File: config.mk
export PLATFORM = sky130hd
export DESIGN_NAME = keypad_matrix_scanner
export DESIGN_NICKNAME = d
export VERILOG_FILES = /design/src/rtl/keypad_pkg.sv /design/src/rtl/keypad_row_sampler.sv /design/src/rtl/keypad_matrix_scanner.sv
export SDC_FILE = /design/constraint.sdc
export NUM_CORES = 1
export LEC_CHECK = 0
export CAP_MARGIN = 40
export CELL_PAD_IN_SITES_DETAIL_PLACEMENT = 0
export CELL_PAD_IN_SITES_GLOBAL_PLACEMENT = 1
export CORE_ASPECT_RATIO = 1.1
export CORE_UTILIZATION = 46
export CTS_BUF_LIST = sky130_fd_sc_hd__clkbuf_4 sky130_fd_sc_hd__clkbuf_8 sky130_fd_sc_hd__clkbuf_16
export CTS_CLUSTER_SIZE = 28
export DETAILED_ROUTE_END_ITERATION = 16
export PLACE_DENSITY_LB_ADDON = 0.1
export SYNTH_ARGS = -nofsm -noshare
export SYNTH_HDL_FRONTEND = slang
export SYNTH_SLANG_ARGS = --single-unit
File: constraint.sdc
create_clock -name clk -period 3.6 [get_ports clk]
set_clock_uncertainty 0.2 [all_clocks]
set_input_delay 0.36 -clock clk [delete_from_list [all_inputs] [get_ports clk]]
set_output_delay 0.36 -clock clk [all_outputs]
set_load 0.01 [all_outputs]
File: src/rtl/keypad_pkg.sv
// keypad_pkg: shared types for the key-matrix scanner.
// FSM state, event bundle, single-active-bit helper.
package keypad_pkg;

  typedef enum logic {
    ST_SCAN,
    ST_HELD
  } state_e;

  localparam int EVT_CODE_W = 6;

  typedef struct packed {
    logic [EVT_CODE_W-1:0] code;
    logic                  press;
    logic                  rpt;
  } evt_t;

  // true when exactly one bit of v is set
  function automatic logic onehot(input logic [7:0] v);
    return (v != 8'd0) && ((v & (v - 8'd1)) == 8'd0);
  endfunction

endpackage

File: src/rtl/keypad_row_sampler.sv
// keypad_row_sampler: row synchroniser, ghost reject, press debounce.
// in: clk, reset, row_n, en | out: rows_sync, accept, row_idx
module keypad_row_sampler
  import keypad_pkg::*;
#(
  parameter int NUM_ROWS       = 4,
  parameter int STABLE_SAMPLES = 10,
  parameter int ROW_W          = $clog2(NUM_ROWS)
) (
  input  logic                clk,
  input  logic                reset,
  input  logic [NUM_ROWS-1:0] row_n,
  input  logic                en,
  output logic [NUM_ROWS-1:0] rows_sync,
  output logic                accept,
  output logic [ROW_W-1:0]    row_idx
);

  localparam int CNT_W = $clog2(STABLE_SAMPLES + 1);
  localparam logic [CNT_W-1:0] CNT_ACC = CNT_W'(STABLE_SAMPLES - 2);
  localparam logic [CNT_W-1:0] CNT_MAX = CNT_W'(STABLE_SAMPLES - 1);

  logic [NUM_ROWS-1:0] sync1_q, sync2_q, prev_q;
  logic [NUM_ROWS-1:0] low;
  logic                prev_ok_q;
  logic [CNT_W-1:0]    cnt_q, cnt_d;
  logic                match;

  assign rows_sync = sync2_q;

  always_comb begin
    low = ~sync2_q;
    // the first sample of a window has no predecessor to match
    match = en && prev_ok_q && onehot(8'(low))
            && (sync2_q == prev_q);
    cnt_d = '0;
    if (match) begin
      cnt_d = (cnt_q == CNT_MAX) ? cnt_q : cnt_q + 1'b1;
    end
    accept = match && (cnt_q >= CNT_ACC);
    row_idx = '0;
    for (int i = 0; i < NUM_ROWS; i++) begin
      if (!sync2_q[i]) row_idx = ROW_W'(i);
    end
  end

  always_ff @(posedge clk or posedge reset) begin
    if (reset) begin
      sync1_q   <= '1;
      sync2_q   <= '1;
      prev_q    <= '1;
      prev_ok_q <= 1'b0;
      cnt_q     <= '0;
    end else begin
      sync1_q   <= row_n;
      sync2_q   <= sync1_q;
      prev_q    <= sync2_q;
      prev_ok_q <= en;
      cnt_q     <= cnt_d;
    end
  end

endmodule

File: src/rtl/keypad_matrix_scanner.sv
// keypad_matrix_scanner: NxM key matrix scan, debounce, event port.
// in: clk, reset, row_n, evt_ready | out: col_n, evt_*, key_down, overflow
// Optional auto-repeat is built when KEYPAD_REPEAT_EN is defined.
module keypad_matrix_scanner
  import keypad_pkg::*;
#(
  parameter int NUM_ROWS       = 4,
  parameter int NUM_COLS       = 4,
  parameter int SETTLE_CYCLES  = 100,
  parameter int DWELL_CYCLES   = 10000,
  parameter int STABLE_SAMPLES = 10,
  parameter int RELEASE_CYCLES = 10000,
  parameter int REPEAT_DELAY   = 50_000_000,
  parameter int REPEAT_PERIOD  = 10_000_000,
  parameter int CODE_W         = $clog2(NUM_ROWS * NUM_COLS)
) (
  input  logic                clk,
  input  logic                reset,
  input  logic [NUM_ROWS-1:0] row_n,
  output logic [NUM_COLS-1:0] col_n,
  output logic                evt_valid,
  input  logic                evt_ready,
  output logic [CODE_W-1:0]   evt_code,
  output logic                evt_press,
  output logic                evt_repeat,
  output logic                key_down,
  output logic                overflow
);

  localparam int ROW_W   = $clog2(NUM_ROWS);
  localparam int COL_W   = $clog2(NUM_COLS);
  localparam int DWELL_W = $clog2(DWELL_CYCLES + 1);
  localparam int REL_W   = $clog2(RELEASE_CYCLES + 1);
  localparam logic [REL_W-1:0] REL_MAX = REL_W'(RELEASE_CYCLES);

  state_e              state_q, state_d;
  logic [COL_W-1:0]    col_q, col_d;
  logic [DWELL_W-1:0]  dwell_q, dwell_d;
  logic [REL_W-1:0]    rel_q, rel_d;
  logic [ROW_W-1:0]    row_q, row_d;
  logic [CODE_W-1:0]   code_q, code_d, code_now;
  logic                key_down_q, key_down_d;
  logic [NUM_COLS-1:0] col_n_q, col_n_d;
  evt_t                evt_q, evt_d, new_ev;
  logic                evt_valid_q, evt_valid_d;
  logic                overflow_q, overflow_d;
  logic                new_evt, en, accept, held_hi;
  logic [ROW_W-1:0]    row_idx;
  logic [NUM_ROWS-1:0] rows_sync;
  logic                unused_evt_bits;

`ifdef KEYPAD_REPEAT_EN
  localparam int RPT_MAX = (REPEAT_DELAY > REPEAT_PERIOD) ?
                           REPEAT_DELAY : REPEAT_PERIOD;
  localparam int RPT_W = $clog2(RPT_MAX + 1);
  logic [RPT_W-1:0] rpt_q, rpt_d, rpt_lim;
  logic             rpt_first_q, rpt_first_d;
`else
  localparam int unused_rpt_cfg = REPEAT_DELAY + REPEAT_PERIOD;
`endif

  keypad_row_sampler #(
    .NUM_ROWS      (NUM_ROWS),
    .STABLE_SAMPLES(STABLE_SAMPLES),
    .ROW_W         (ROW_W)
  ) u_sampler (
    .clk      (clk),
    .reset    (reset),
    .row_n    (row_n),
    .en       (en),
    .rows_sync(rows_sync),
    .accept   (accept),
    .row_idx  (row_idx)
  );

  always_comb begin
    state_d     = state_q;
    col_d       = col_q;
    dwell_d     = dwell_q;
    rel_d       = rel_q;
    row_d       = row_q;
    code_d      = code_q;
    key_down_d  = key_down_q;
    evt_d       = evt_q;
    evt_valid_d = evt_valid_q;
    overflow_d  = overflow_q;
    new_evt     = 1'b0;
    new_ev      = '0;
    en = (state_q == ST_SCAN) &&
         (dwell_q >= DWELL_W'(SETTLE_CYCLES));
    code_now = CODE_W'(col_q) * CODE_W'(NUM_ROWS)
               + CODE_W'(row_idx);
    held_hi = rows_sync[row_q];
`ifdef KEYPAD_REPEAT_EN
    rpt_d       = rpt_q;
    rpt_first_d = rpt_first_q;
    rpt_lim     = rpt_first_q ? RPT_W'(REPEAT_DELAY - 1)
                              : RPT_W'(REPEAT_PERIOD - 1);
`endif
    unique case (state_q)
      ST_SCAN: begin
        rel_d = '0;
`ifdef KEYPAD_REPEAT_EN
        rpt_d       = '0;
        rpt_first_d = 1'b1;
`endif
        // accept ends the dwell early; the column stays driven
        if (accept) begin
          new_evt    = 1'b1;
          new_ev     = '{EVT_CODE_W'(code_now), 1'b1, 1'b0};
          code_d     = code_now;
          row_d      = row_idx;
          key_down_d = 1'b1;
          state_d    = ST_HELD;
        end else if (dwell_q == DWELL_W'(DWELL_CYCLES - 1)) begin
          dwell_d = '0;
          col_d   = (col_q == COL_W'(NUM_COLS - 1)) ?
                    '0 : col_q + 1'b1;
        end else begin
          dwell_d = dwell_q + 1'b1;
        end
      end
      ST_HELD: begin
        // only the held key's row matters; others are ignored
        if (held_hi) begin
          rel_d = (rel_q == REL_MAX) ? rel_q : rel_q + 1'b1;
        end else begin
          rel_d = '0;
        end
        if (held_hi && rel_q == REL_W'(RELEASE_CYCLES - 1)) begin
          new_evt    = 1'b1;
          new_ev     = '{EVT_CODE_W'(code_q), 1'b0, 1'b0};
          key_down_d = 1'b0;
          state_d    = ST_SCAN;
          col_d      = '0;
          dwell_d    = '0;
          rel_d      = '0;
        end
`ifdef KEYPAD_REPEAT_EN
        else if (rpt_q == rpt_lim) begin
          new_evt     = 1'b1;
          new_ev      = '{EVT_CODE_W'(code_q), 1'b1, 1'b1};
          rpt_d       = '0;
          rpt_first_d = 1'b0;
        end else begin
          rpt_d = rpt_q + 1'b1;
        end
`endif
      end
      default: ;
    endcase
    col_n_d = ~(NUM_COLS'(1) << col_d);
    // a new event wins over a same-cycle transfer
    if (new_evt) begin
      if (!evt_valid_q || evt_ready) begin
        evt_valid_d = 1'b1;
        evt_d       = new_ev;
      end else begin
        overflow_d = 1'b1;
      end
    end else if (evt_valid_q && evt_ready) begin
      evt_valid_d = 1'b0;
    end
  end

  always_ff @(posedge clk or posedge reset) begin
    if (reset) begin
      state_q     <= ST_SCAN;
      col_q       <= '0;
      dwell_q     <= '0;
      rel_q       <= '0;
      row_q       <= '0;
      code_q      <= '0;
      key_down_q  <= 1'b0;
      col_n_q     <= '1;
      evt_q       <= '0;
      evt_valid_q <= 1'b0;
      overflow_q  <= 1'b0;
    end else begin
      state_q     <= state_d;
      col_q       <= col_d;
      dwell_q     <= dwell_d;
      rel_q       <= rel_d;
      row_q       <= row_d;
      code_q      <= code_d;
      key_down_q  <= key_down_d;
      col_n_q     <= col_n_d;
      evt_q       <= evt_d;
      evt_valid_q <= evt_valid_d;
      overflow_q  <= overflow_d;
    end
  end

`ifdef KEYPAD_REPEAT_EN
  always_ff @(posedge clk or posedge reset) begin
    if (reset) begin
      rpt_q       <= '0;
      rpt_first_q <= 1'b1;
    end else begin
      rpt_q       <= rpt_d;
      rpt_first_q <= rpt_first_d;
    end
  end
  assign evt_repeat = evt_q.rpt;
`else
  assign evt_repeat = 1'b0;
`endif

  assign col_n     = col_n_q;
  assign evt_valid = evt_valid_q;
  assign evt_code  = evt_q.code[CODE_W-1:0];
  assign evt_press = evt_q.press;
  assign key_down  = key_down_q;
  assign overflow  = overflow_q;
  assign unused_evt_bits = ^{evt_q.code, evt_q.rpt};

endmodule
==> flow_metrics.tcl <==
set metrics [dict create \
    cp_max_fo 10 \
    clkSinkCount 64 \
    rows 30 \
    post_cts_buffers 0 \
    clockRootBuffer "clkbuf_8" \
    ctsHoldBuffers 0 \
    max-clock-path-buffers 2 \
    totalWireLength_um 6099 \
    syn-instance-count 308 \
    period_minus_slack_ps 2773 \
    synth_warnings 0 \
    clock_latency_ps 330 \
    antenna_cells 0 \
    yosys.cell_types.count 51 \
    dpl_worst_slack_ps 833.9 \
    syn_area_um2 3049 \
    wire_per_inst_um 14.56 \
    combPwrFrac 0.022 \
    finalSetupTns_ps 0 \
    outcome "completed" \
    dr.pass1.iters 4 \
    p_clk_frac 0.449 \
    die_area_um2 6958 \
    finalSetupViolations 0 \
    drc_errors 0 \
    timing.final.crit_share 0.7702 \
    die_y_um 87.39 \
    grt_max_degree 32 \
    grt_usage 0.1979 \
    htree_num_levels 3 \
    mostFrequentLayoutCell "dfrtp_1" \
    synth_async_sr_flop_share 1.000 \
    cap_violations 0 \
    synth_edf_count 0 \
    avgSynthCellArea_um2 9.900 \
    critPathMaxStageDelay_ps 550 \
    start_kind "register" \
    cts.repair.resized 0 \
    power.switching_mw 0.3115 \
    p_seq_frac 0.528 \
    hold_path_class "input port to asynchronous set/reset pin" \
    netSwitchingFraction 0.2232 \
    ys_seq_area_frac 0.5318 \
    coreArea_um2 6269 \
    tightest_slew_ps 695.1 \
    reg2reg_setup_slack_ps 830 \
    internal_power_mw 1.084 \
    numCtsBuffers 9 \
    antenna_found_initial 0 \
    post-dp-hpwl_um 4299 \
    slew_viol_final 0 \
    multi_input_area_um2 1339 \
    num_vias 2225 \
    grt_pass1_wl_um 10510 \
    io_buffers 18 \
    io_pins 20 \
    ys_ff_latch 64 \
    rsz0062_at_grt "no" \
    drive_above_1_share 0.1622 \
    synth_fp_nets 323 \
    slowest_stage "or4b_1" \
    worst_ir_drop_vdd_mv 0.2325 \
    drt-initial-drc-count 110 \
    globalRoute.totalOverflow 0 \
    clk_pin_slew_worst_paths_ps 70 \
    worstSetupPathType "register to register" \
    first_global_vias 2235 \
    gp_congestion 0.8037 \
    ff_latch_area_um2 1622 \
    critical_path_required_ps 3610 \
    ys.flop_type "dfrtp_1" \
    layout.nets 349 \
    timing.fmax_ghz 0.3606 \
    ant_nets 0 \
    routed_via_density 5.310 \
    hold_viol 0 \
    worstPathCellList "or4b_1 -> or4_4 -> o21ai_2 -> o31ai_2 -> buf_4 -> buf_4 -> o21ai_0 -> o21ai_0" \
    max-slew-margin-rel 0.5338 \
    layout_common_cells "dfrtp_1 (48), nor2_1 (38), nand2_1 (34)" \
    path_buf_inv 2 \
    cts_tree "built" \
    crit_arrival_ps 2790 \
    syn2layout_area_growth_pct 16.45 \
    die_x_um 79.63 \
    fillerInstances 572 \
    power.density_nw_per_um2 393.1 \
    path_delay_family "simple AND/OR/NAND/NOR gates" \
    critPathCaptureType "register" \
    start_util 0.4864 \
    setup_ws_ps 827.2 \
    p_leak_nw 1.475 \
]
==> area by class of cell <==
class,count,area share
Multi-Input combinational cell,221,0.3770
Inverter,12,0.01268
Tap cell,80,0.02819
Timing Repair Buffer,26,0.06765
Clock buffer,10,0.03876
Clock inverter,6,0.01903
Sequential cell,64,0.4567
==> logic make-up (layout without fill, tap and decap cells) <==
kind of cell / Yosys count / in the layout / share of synthesized area
compound gates: 61 / 61 / 0.1297
xor+xnor: 14 / 14 / 0.04021
fa+ha+maj: 8 / 8 / 0.03283
buf+inv: 23 / 54 / 0.03078
flops: 64 / 64 / 0.5318
mux: 4 / 4 / 0.01805
other cells: 1 / 1 / 0.001230
simple gates: 133 / 133 / 0.2154
==> power groups by stage <==
stage | clock (mW) | combinational (mW) | sequential, mW
3_3_place_gp | 0 | 0.0320 | 0.750
2_1_floorplan | 0 | 0.0194 | 0.749
5_1_grt | 0.674 | 0.0361 | 0.738
6_report | 0.627 | 0.0313 | 0.737
3_5_place_dp | 0 | 0.0328 | 0.750
4_1_cts | 0.644 | 0.0328 | 0.737
==> state kept, by name (all words and copies together), names as in the netlist, 2 cells and up <==
name                 count
code_q                   3
col_n                    4
col_q                    2
dwell_q                 14
evt_code                 4
rel_q                   14
u_sampler.cnt_q          4
u_sampler.prev_q         4
u_sampler.rows_sync      4
u_sampler.sync1_q        4
==> metal layers <==
layer  global-route usage  wire length (um)
met3              0.03770               190
met1               0.2730              3009
met2               0.3038              2815
met5                    0                 0
met4              0.08430                82
==> cells in the mapped netlist (2+ instances only) <==
library cell / instances / area [um2]
nor3_1: 4 / 20.02
mux2_2: 2 / 22.52
nor2b_1: 3 / 18.77
inv_1: 12 / 45.04
a22oi_1: 4 / 30.03
nor2_1: 38 / 142.6
xor2_1: 6 / 52.55
nand2b_1: 3 / 18.77
ha_1: 8 / 100.1
a21oi_1: 5 / 25.02
xnor2_1: 8 / 70.07
or4_1: 2 / 15.01
a31o_2: 2 / 17.52
nand4_1: 3 / 18.77
and3_1: 9 / 56.30
o2bb2ai_1: 4 / 35.03
o22a_1: 2 / 17.52
a21o_1: 2 / 15.01
nand4b_1: 3 / 26.28
nand3_1: 20 / 100.1
clkbuf_1: 7 / 26.28
o21ai_0: 25 / 125.1
dfrtp_1: 48 / 1201
dfstp_2: 16 / 420.4
buf_2: 3 / 15.01
nand2_1: 34 / 127.6
nor3b_1: 2 / 15.01
a31oi_1: 6 / 37.54
o31ai_1: 3 / 22.52
or2_2: 3 / 18.77
==> final timing paths <==
| kind | startpoint | depth (start not counted) | to |
|---|---|---|---|
| setup / recovery | rel_q[5] | 8 | dwell_q[7] |
| hold / removal | reset | 2 | col_q[0] |
| setup reg to reg | rel_q[5] | 8 | dwell_q[7] |
| hold reg to reg | u_sampler.sync1_q[2] | 0 | u_sampler.rows_sync[2] |
| max in group asynchronous | reset | 3 | col_n[0] |
| min in group clk | u_sampler.sync1_q[2] | 0 | u_sampler.rows_sync[2] |
==> through the flow <==
stage                     area, um2  power, mW  hold WS [ps]  std cells  utilization
after floorplan                3049     0.7680         145.2        308            -
after global placement         3338     0.7821         145.6        402       0.5325
after detailed placement       3346     0.7832         147.0        403       0.5337
after CTS                      3551      1.414         62.17        419       0.5665
after global routing           3551      1.448         101.5        419       0.5665
final                          3551      1.396         67.31        419       0.5665
Power figures use the tool's default switching activity.
